==> src/rtl/chk_fifo.sv <==
// Synchronous FIFO holding expected-result entries; extra pointer bit
// distinguishes full from empty. clear empties it in one cycle.
module chk_fifo #(
  parameter int unsigned WIDTH = 8,
  parameter int unsigned DEPTH = 4
) (
  input  logic             clock,
  input  logic             reset_n,
  input  logic             clear,
  input  logic             push,
  input  logic             pop,
  input  logic [WIDTH-1:0] din,
  output logic [WIDTH-1:0] dout,
  output logic             full,
  output logic             empty
);

  localparam int unsigned AW = $clog2(DEPTH);

  logic [AW:0]      wr_ptr;
  logic [AW:0]      rd_ptr;
  logic [WIDTH-1:0] mem [DEPTH];
  logic             do_push;
  logic             do_pop;

  assign empty   = (wr_ptr == rd_ptr);
  assign full    = (wr_ptr[AW] != rd_ptr[AW]) && (wr_ptr[AW-1:0] == rd_ptr[AW-1:0]);
  assign do_push = push & ~full;
  assign do_pop  = pop & ~empty;
  assign dout    = mem[rd_ptr[AW-1:0]];

  always_ff @(posedge clock) begin
    if (!reset_n || clear) begin
      wr_ptr <= '0;
      rd_ptr <= '0;
    end else begin
      if (do_push) wr_ptr <= wr_ptr + (AW+1)'(1);
      if (do_pop)  rd_ptr <= rd_ptr + (AW+1)'(1);
    end
  end

  always_ff @(posedge clock) begin
    if (do_push) mem[wr_ptr[AW-1:0]] <= din;
  end

endmodule

==> config.mk <==
export PLATFORM = sky130hd
export DESIGN_NAME = chk_fifo
export DESIGN_NICKNAME = d
export VERILOG_FILES = /design/src/rtl/chk_fifo.sv
export SDC_FILE = /design/constraint.sdc
export NUM_CORES = 1
export LEC_CHECK = 0
export CAP_MARGIN = 20
export CORE_MARGIN = 8
export CORE_UTILIZATION = 25
export DETAILED_ROUTE_END_ITERATION = 6
export PLACE_DENSITY_LB_ADDON = 0.3
export SYNTH_ARGS = -nofsm -noshare
export SYNTH_HDL_FRONTEND = slang
export SYNTH_SLANG_ARGS = --single-unit
==> constraint.sdc <==
create_clock -name clock -period 1.65 [get_ports clock]
set_input_delay 0.495 -clock clock [delete_from_list [all_inputs] [get_ports clock]]
set_output_delay 0.495 -clock clock [all_outputs]
set_load 0.01 [all_outputs]
==> results.cfg, run 1 <==
[run_status]
status = complete, but fails checks
violations = setup timing

[die]
rows = 30
fp.coreArea_sq_mm = 0.00676
die_area_sq_mm = 0.00988
die_w_um = 99.4
ios = 23
die-height_um = 99.4
initial_utilization_pct = 25.7

[cts]
cts_sinks = 40
cts_hold_buffers = 0
numCtsBuffers = 5
cts_tree = done
clock_path_buffers = 2
clk_latency_ps = 290
cts.clk_slew.worst_paths_ps = 80
cts-root-buf = clkbuf_8
htreeDepth = 2

[logic_synthesis]
synthArstFlopShare_pct = 0
ys_ff_latch = 40
synth_top_area_share_pct = 55.3
yosysWarnings = 0
yosysUniqueCellTypes = 30
syn_area_per_cell_sq_um = 15.9
ys_seq_area_share_pct = 64.5
synth_area_leader_cell = edfxtp_1
syn_inst = 109
synth_edf_count = 32
synth_fp_nets = 127
ys.flop_type = edfxtp_1
synth_area_leaders = edfxtp_1, mux4_2, dfxtp_1
synth_area_sq_mm = 0.00174

[timing]
tightestPinTransition_ps = 337
fmax_ghz = 0.520
fin_crit_ps = 1920
rsz0062_at_grt = true
fin_ws_ps = -273
fin_crit_sh_pct = 117
finalClockSkew_ps = 2.78
slew_violations = 0
relSlewSlack_pct = 77.2
hold_viol_final = 0
setup_viol = 10

[hold_path]
worst_hold_path_type = reg -> reg
whs_path_depth = 3

[grt]
grt_pass1_vias = 1192
grt_pass1_wl_um = 6010
grt_usage_pct = 7.80
grt_max_degree = 14
antenna_found_initial = 0
overflow = 0

[worst_setup_path]
worst-path-buf-inv = 2
max_stage_delay_ps = 520
critPathArrivalTime_ps = 1430
start_kind = flip-flop
cp_num_cells = 3
cp_slowest_cell = mux4_2
path_cells = buf_12, mux4_2, buf_6
cp_top_family = multiplexers
crit_required_ps = 1150
reg2regPathDepth = 8
worstSetupPathType = reg -> out
end_kind = primary output
critPathMaxFanout = 8

[detailed_routing]
dr_total_vias = 1142
avgViaCountPerCell = 4.68
drtIter0Drc = 37
dr.pass1.iters = 6
routed_wl_um = 3810
antenna_left = 0
drc_errors = 0
wl_per_cell_um = 15.6

[power]
p_total_w = 0.00220
ir_drop_mv = 0.389
p_leak_nw = 0.882
power_density_mw_per_mm2 = 893

[place]
routabilityCongestion = 0.880
io_buffers = 22
hpwl_um = 2650
dp.cells = 232
pre_cts_ws_ps = -356

[final_layout]
antennaDiodeCount = 0
syn_to_final_growth_pct = 41.5
layout-drive-gt1-share_pct = 39.0
nNetsFinal = 181
layout.cells.non_filler = 244

[run]
maxCapViolCount = 0
kinds of logic after synthesis:
logic type | share of synthesized area [%]
AO/OA/AOI/OAI | 7.27
buffers and inverters | 1.58
adder cells (fa/ha/maj) | 3.60
XOR/XNOR | 3.02
flip-flops | 64.5
multiplexers | 10.4
AND/OR/NAND/NOR | 9.65
cell type report:
cell class / instances / area, sq um
clock buffer: 5 / 68.8
clock inverter: 3 / 42.5
fill: 656 / 4300
inverter: 2 / 7.51
multi-input combinational: 64 / 632
sequential: 40 / 1120
tap: 80 / 100
timing repair buffer: 50 / 484
what timing repair did:
item / 4_1_cts / 5_1_grt
setup buffers: 4 / 1
resized for setup: 48 / 9
pin swaps: 4 / 2
setup endpoints to repair: 10 / 36
routing by layer:
metal | wire (um) | track usage (%)
met5 | 0 | 0
met4 | 45 | 3.49
met3 | 174 | 2.93
met2 | 1750 | 11.9
met1 | 1830 | 9.54
registers in the layout, summed over array words and instances (netlist names), named ones only:
name    count
mem        32
rd_ptr      3
wr_ptr      3
synth_stat cells, types with 4 or more instances:
cell      instances
nand2_1           4
edfxtp_1         32
a31oi_1           5
ha_1              5
dfxtp_1           8
mux4_2            8
o211ai_1          4
a21oi_1           4
per-stage QoR:
| step | instance area [sq um] | hold WS (ps) | utilization, % | setup TNS [ps] |
|---|---|---|---|---|
| 2_1_floorplan | 1740 | 500 | - | 0 |
| 3_3_place_gp | 2280 | 623 | 33.8 | -8590 |
| 3_5_place_dp | 2280 | 627 | 33.8 | -9060 |
| 4_1_cts | 2410 | 646 | 35.7 | -2360 |
| 5_1_grt | 2460 | 705 | 36.4 | -2630 |
| 6_report | 2460 | 656 | 36.4 | -2100 |
worst min-delay path, delay by kind of cell, from the launching register on:
| family | cells | cell delay (ps) |
|---|---|---|
| AO/OA/AOI/OAI | 1 | 70 |
| AND/OR/NAND/NOR | 1 | 60 |
| flip-flops | 1 | 340 |
| buffers and inverters | 1 | 150 |
cells in the final DEF, fill, tap and decap left out, types with 5 or more instances in the layout:
cell	Yosys	routed
edfxtp_1	32	32
buf_4	0	22
clkdlybuf4s50_1	0	12
mux4_2	8	8
buf_6	1	7
a31oi_1	5	5
ha_1	5	5
dfxtp_1	8	5
clkbuf_8	0	5
buf_12	0	5
final timing paths:
check,startpoint,endpoint,slack [ps]
max,flip-flop,dout[6],-270
min,rd_ptr[2],rd_ptr[2],660
max reg2reg,rd_ptr[0],wr_ptr[0],60
min reg2reg,rd_ptr[2],rd_ptr[2],660
power by group:
part,switching [W],internal (W)
Clock,0.000341,0.000448
Sequential,0.00000908,0.00112
Combinational,0.000120,0.000160
Power figures use the tool's default switching activity.
==> inputs of run 2 (changes only) <==
Settings changed: ABC_AREA set to 1, CORE_MARGIN 8 to not set, PLACE_DENSITY set to 0.55, PLACE_DENSITY_LB_ADDON 0.3 to not set.
==> run 2 against run 1 <==
  * The flow still finishes with violations (setup timing)
  * Clock skew grew 3.8 ps
  * Sequential cell count is the same
  * Worst setup slack gained 200 ps
  * Register-to-register slack gained 170 ps
  * Die area shrank 27%
==> results.cfg, run 2 <==
[logic_synthesis]
synth_top_area_share_pct = 56.0
ys_ff_latch = 40
syn_area_per_cell_sq_um = 11.3
synth_area_leaders = edfxtp_1, dfxtp_1, nor2_1
yosysUniqueCellTypes = 19
yosysWarnings = 0
ys_seq_area_share_pct = 65.4
synth_area_sq_mm = 0.00172
synth_compound_gate_area_share_pct = 9.34
synth_xor_area_share_pct = 0.511
synth_area_leader_cell = edfxtp_1
synthTopCellsByCount = edfxtp_1, nor2_1, inv_1
synthSimpleGateAreaFrac_pct = 16.5
synthArstFlopShare_pct = 0
synth.most_common_cell = edfxtp_1
synthAdderAreaFrac_pct = 3.65
syn_inst = 152
synth_top_family_by_area = simple AND/OR/NAND/NOR gates
synth_edf_count = 32
yosys-mux-area-fraction_pct = 0
ys.flop_type = edfxtp_1
synth_fp_nets = 170

[cts]
htreeDepth = 2
clock_path_buffers = 2
cts_setup_buffers = 0
cts_tree = done
clk_latency_ps = 280
cts-root-buf = clkbuf_8
cts_sinks = 40
numCtsBuffers = 5
cts.clk_slew.worst_paths_ps = 80
cts_hold_buffers = 0

[die]
rows = 29
fp.coreArea_sq_mm = 0.00649
ios = 23
die_area_sq_mm = 0.00720
initial_utilization_pct = 26.4
die_w_um = 84.8
die-height_um = 84.8

[detailed_routing]
drc_errors = 0
wl_per_cell_um = 11.5
routed_wl_um = 3260
drtIter0Drc = 41
dr_total_vias = 1213
dr.pass1.iters = 6
antenna_left = 0
avgViaCountPerCell = 4.29

[hold_path]
whs_endpoint = rd_ptr[0]
hold_start = rd_ptr[0]
worst_hold_path_type = reg -> reg
whs_path_depth = 3

[timing]
fin_ws_ps = -73.3
hold_viol_final = 0
fin_crit_ps = 1720
fin_crit_sh_pct = 104
finalClockSkew_ps = 6.63
setup_tns_ps = -427
slew_violations = 0
fmax_ghz = 0.580
rsz0062_at_grt = true
setup_viol = 7
tightestPinTransition_ps = 182
relSlewSlack_pct = 87.8

[power]
p_sw_share_pct = 23.6
power_density_mw_per_mm2 = 861
p_leak_nw = 0.908
seq_power_share_pct = 55.8
ir_drop_mv = 0.384
p_switching_w = 0.000481
clock_power_share_pct = 30.7
combPwrFrac_pct = 13.4
p_int_w = 0.00155

[place]
hpwl_um = 2380
io_buffers = 22
dpl_cell_area_sq_mm = 0.00226
pre_cts_ws_ps = -285
routabilityCongestion = 0.725

[grt]
grtUsageMet3_pct = 3.79
use_met1_pct = 12.3
overflow = 0
grt_pass1_vias = 1066
gr-max-usage-layer = met2
use_met2_pct = 15.1
grt_max_degree = 14
grt_usage_pct = 9.59
antenna_found_initial = 0
grt_pass1_wl_um = 5200

[final_layout]
largest_reg_flops = 32
antennaDiodeCount = 0
layout-drive-gt1-share_pct = 36.9
layout_commonest_cell = edfxtp_1
stdcell_area_sq_mm = 0.00236
mostFrequentLayoutCells = edfxtp_1, nor2_1, buf_4, inv_1, nand2_1
syn_to_final_growth_pct = 37.7
nNetsFinal = 223

[run_status]
violations = setup timing
status = complete, but fails checks

[worst_setup_path]
regToRegSetupSlack_ps = 230
max_stage_delay_ps = 380
timing.rr.end = mem[3][6]
cp_slowest_cell = dfxtp_4
end_kind = primary output
critPathArrivalTime_ps = 1230
crit_required_ps = 1150
path_cells = inv_6, buf_12, nor2_2, o22ai_1, buf_2
critPathMaxFanout = 10
worstSetupPathType = reg -> out
reg2regPathDepth = 8
timing.rr.start = wr_ptr[1]
start_kind = flip-flop

[run]
maxCapViolCount = 0
run 2: changes by cell type after synthesis, moves of 8 or more:
cell,delta
o21ai_0,+12
mux4_2,-8
o22ai_1,+8
inv_1,+15
nor2_1,+22
nand2_1,+9
run 2: logic make-up (layout without fill, tap and decap cells):
logic type	after synthesis	after routing
adder cells (fa/ha/maj)	5	5
AND/OR/NAND/NOR	56	56
flip-flops	40	40
AO/OA/AOI/OAI	30	30
XOR/XNOR	1	1
buffers and inverters	20	74
run 2: repair_timing:
item | 4_1_cts | 5_1_grt
hold endpoints to repair | 0 | 0
endpoints found under the setup margin | 10 | 10
pin swaps | 2 | 2
resized for setup | 65 | 12
run 2: power groups by stage:
stage	Clock [W]	Combinational [W]	Sequential (W)
floorplan	0	0.000122	0.00116
global placement	0	0.000290	0.00115
detailed placement	0	0.000294	0.00116
CTS	0.000653	0.000273	0.00113
global route	0.000707	0.000298	0.00114
finish	0.000625	0.000273	0.00114
run 2: layer usage:
layer / vias up / part of all wire, %
met4: 0 / 0.43
met5: - / 0
met2: 26 / 46
met3: 2 / 5.4
li1: 628 / -
met1: 557 / 48
run 2: final cells by class:
class                      instances  area [sq um]
clock buffer                       6          72.6
clock inverter                     2          12.5
fill                             640          4130
inverter                          18          72.6
multi-input combinational         92           542
sequential                        40          1130
tap                               77          96.3
timing repair buffer              48           433
run 2: worst max path at each step:
| stage | from | slack [ps] | endpoint | cells past startpoint |
|---|---|---|---|---|
| finish | flip-flop | -70 | dout[1] | 5 |
| global route | flip-flop | -140 | dout[2] | 5 |
| CTS | flip-flop | -90 | dout[6] | 4 |
| detailed placement | flip-flop | -290 | dout[7] | 5 |
| global placement | flip-flop | -230 | dout[7] | 4 |
| floorplan | flip-flop | 260 | dout[0] | 4 |
run 2: critical path, delay by kind of cell (launching register included):
family / cells / cell delay [ps]
buffers and inverters: 3 / 360
DFF: 1 / 380
and+or+nand+nor: 1 / 30
AOI/OAI and AO/OA: 1 / 160
run 2: metrics by stage:
| stage | util (%) | instances | hold slack [ps] | total power (W) |
|---|---|---|---|---|
| 4_1_cts | 36.0 | 283 | 624 | 0.00206 |
| 3_3_place_gp | 34.9 | 275 | 621 | 0.00145 |
| 2_1_floorplan | - | 152 | 518 | 0.00128 |
| 6_report | 36.4 | 283 | 617 | 0.00203 |
| 5_1_grt | 36.4 | 283 | 658 | 0.00214 |
| 3_5_place_dp | 34.9 | 275 | 635 | 0.00145 |
==> RTL edit, RTL diff (flow settings as in run 1) <==
Set the parameter `WIDTH` to 10 (it was 8).
--- a/src/rtl/chk_fifo.sv
+++ b/src/rtl/chk_fifo.sv
@@ -1,7 +1,7 @@
 // Synchronous FIFO holding expected-result entries; extra pointer bit
 // distinguishes full from empty. clear empties it in one cycle.
 module chk_fifo #(
-  parameter int unsigned WIDTH = 8,
+  parameter int unsigned WIDTH = 10,
   parameter int unsigned DEPTH = 4
 ) (
   input  logic             clock,
Ports: changed (resized din and dout); port bits go from 23 to 27. The function was not compared with the original's and may differ.
==> RTL edit against run 1 <==
The run still ends with setup timing left; power rose by 6.2%; first-iteration DRC count rose by 86%; setup slack got worse by 0.023 ns; sequential cell count rose by 8; critical path depth did not move; sequential share of layout area rose by 3.4 points; wire length rose by 13%; clock power fell by 13%; sequential power rose by 20%; clock skew rose by 0.0022 ns; synthesized area rose by 16%; design area rose by 13%; count of clock-buffer cells in the layout did not move; largest cell class unchanged.
==> RTL edit: results (changes against run 1) <==
M1 GR Usage 8.91% (was 9.54%); Starting DRT DRC Count 69 (was 37); largest net degree at the start of global routing 16 (was 14); layout cells sized above 1 38.4% (was 39.0%); syn nets 139 (was 127); Hold Path End wr_ptr[2] (was rd_ptr[2]); Avg Synthesized Cell Area 17.0 sq um (was 15.9 sq um); Critical Path Sink dout[4] (was dout[6]); Port Buffers 26 (was 22); Clock power frac 29.4% (was 35.9%); sequential power 1.36 mW (was 1.13 mW); Pint 1.81 mW (was 1.73 mW); pwr dens 837 mW/mm^2 (was 893 mW/mm^2); Largest register FFs 40 (was 32); crit path max fanout 5 (was 8); status finished, violations left (unchanged); Post-synth EDFFs 40 (was 32); cell leakage power 0.964 nW (was 0.882 nW); M1 WL 1810 um (was 1830 um); Placement Cell Area 0.00266 sq mm (was 0.00228 sq mm); DR vias 1251 (was 1142); synth top area cells edfxtp_1 (59%), mux4_2 (11%), dfxtp_1 (7.9%) (was edfxtp_1 (55%), mux4_2 (10%), dfxtp_1 (9.2%)); final setup margin -0.296 ns (was -0.273 ns); met3 wire len 224 um (was 174 um); failing checks setup timing (unchanged); first-pass GRT wire length 7100 um (was 6010 um); hold_sp wr_ptr[2] (was rd_ptr[2]); Final setup viols 12 (was 10); Seq/Total Area, Yosys 67.3% (was 64.5%); skew final 0.00495 ns (was 0.00278 ns); Slew HR 76.3% (was 77.2%); RePlAce Congestion 0.862 (was 0.880); grt met3 use 2.60% (was 2.93%)
[RTL edit: changes by cell type in the layout (fill, tap and decap cells not counted), moves of 2 or more]
cell,change
clkdlybuf4s50_1,+2
buf_4,-2
edfxtp_1,+8
mux4_2,+2
buf_12,+2
[RTL edit: logic make-up (layout without fill, tap and decap cells)]
group                      after synthesis  after routing  share of synthesized area, %
adders and majority gates                5              5                          3.09
muxes                                   10             10                          11.1
xor gates and xnor gates                 6              6                          2.60
AOI/OAI and AO/OA                       19             19                          6.25
DFF                                     48             48                          67.3
and+or+nand+nor                         26             26                          8.29
buffers and inverters                    5             63                          1.36
[RTL edit: area by class of cell]
type / count / area share [%]
multi-input combinational: 66 / 23.7
inverter: 2 / 0.269
tap: 105 / 4.71
clock inverter: 3 / 0.628
sequential: 48 / 49.1
clock buffer: 5 / 2.47
timing repair buffer: 53 / 19.2
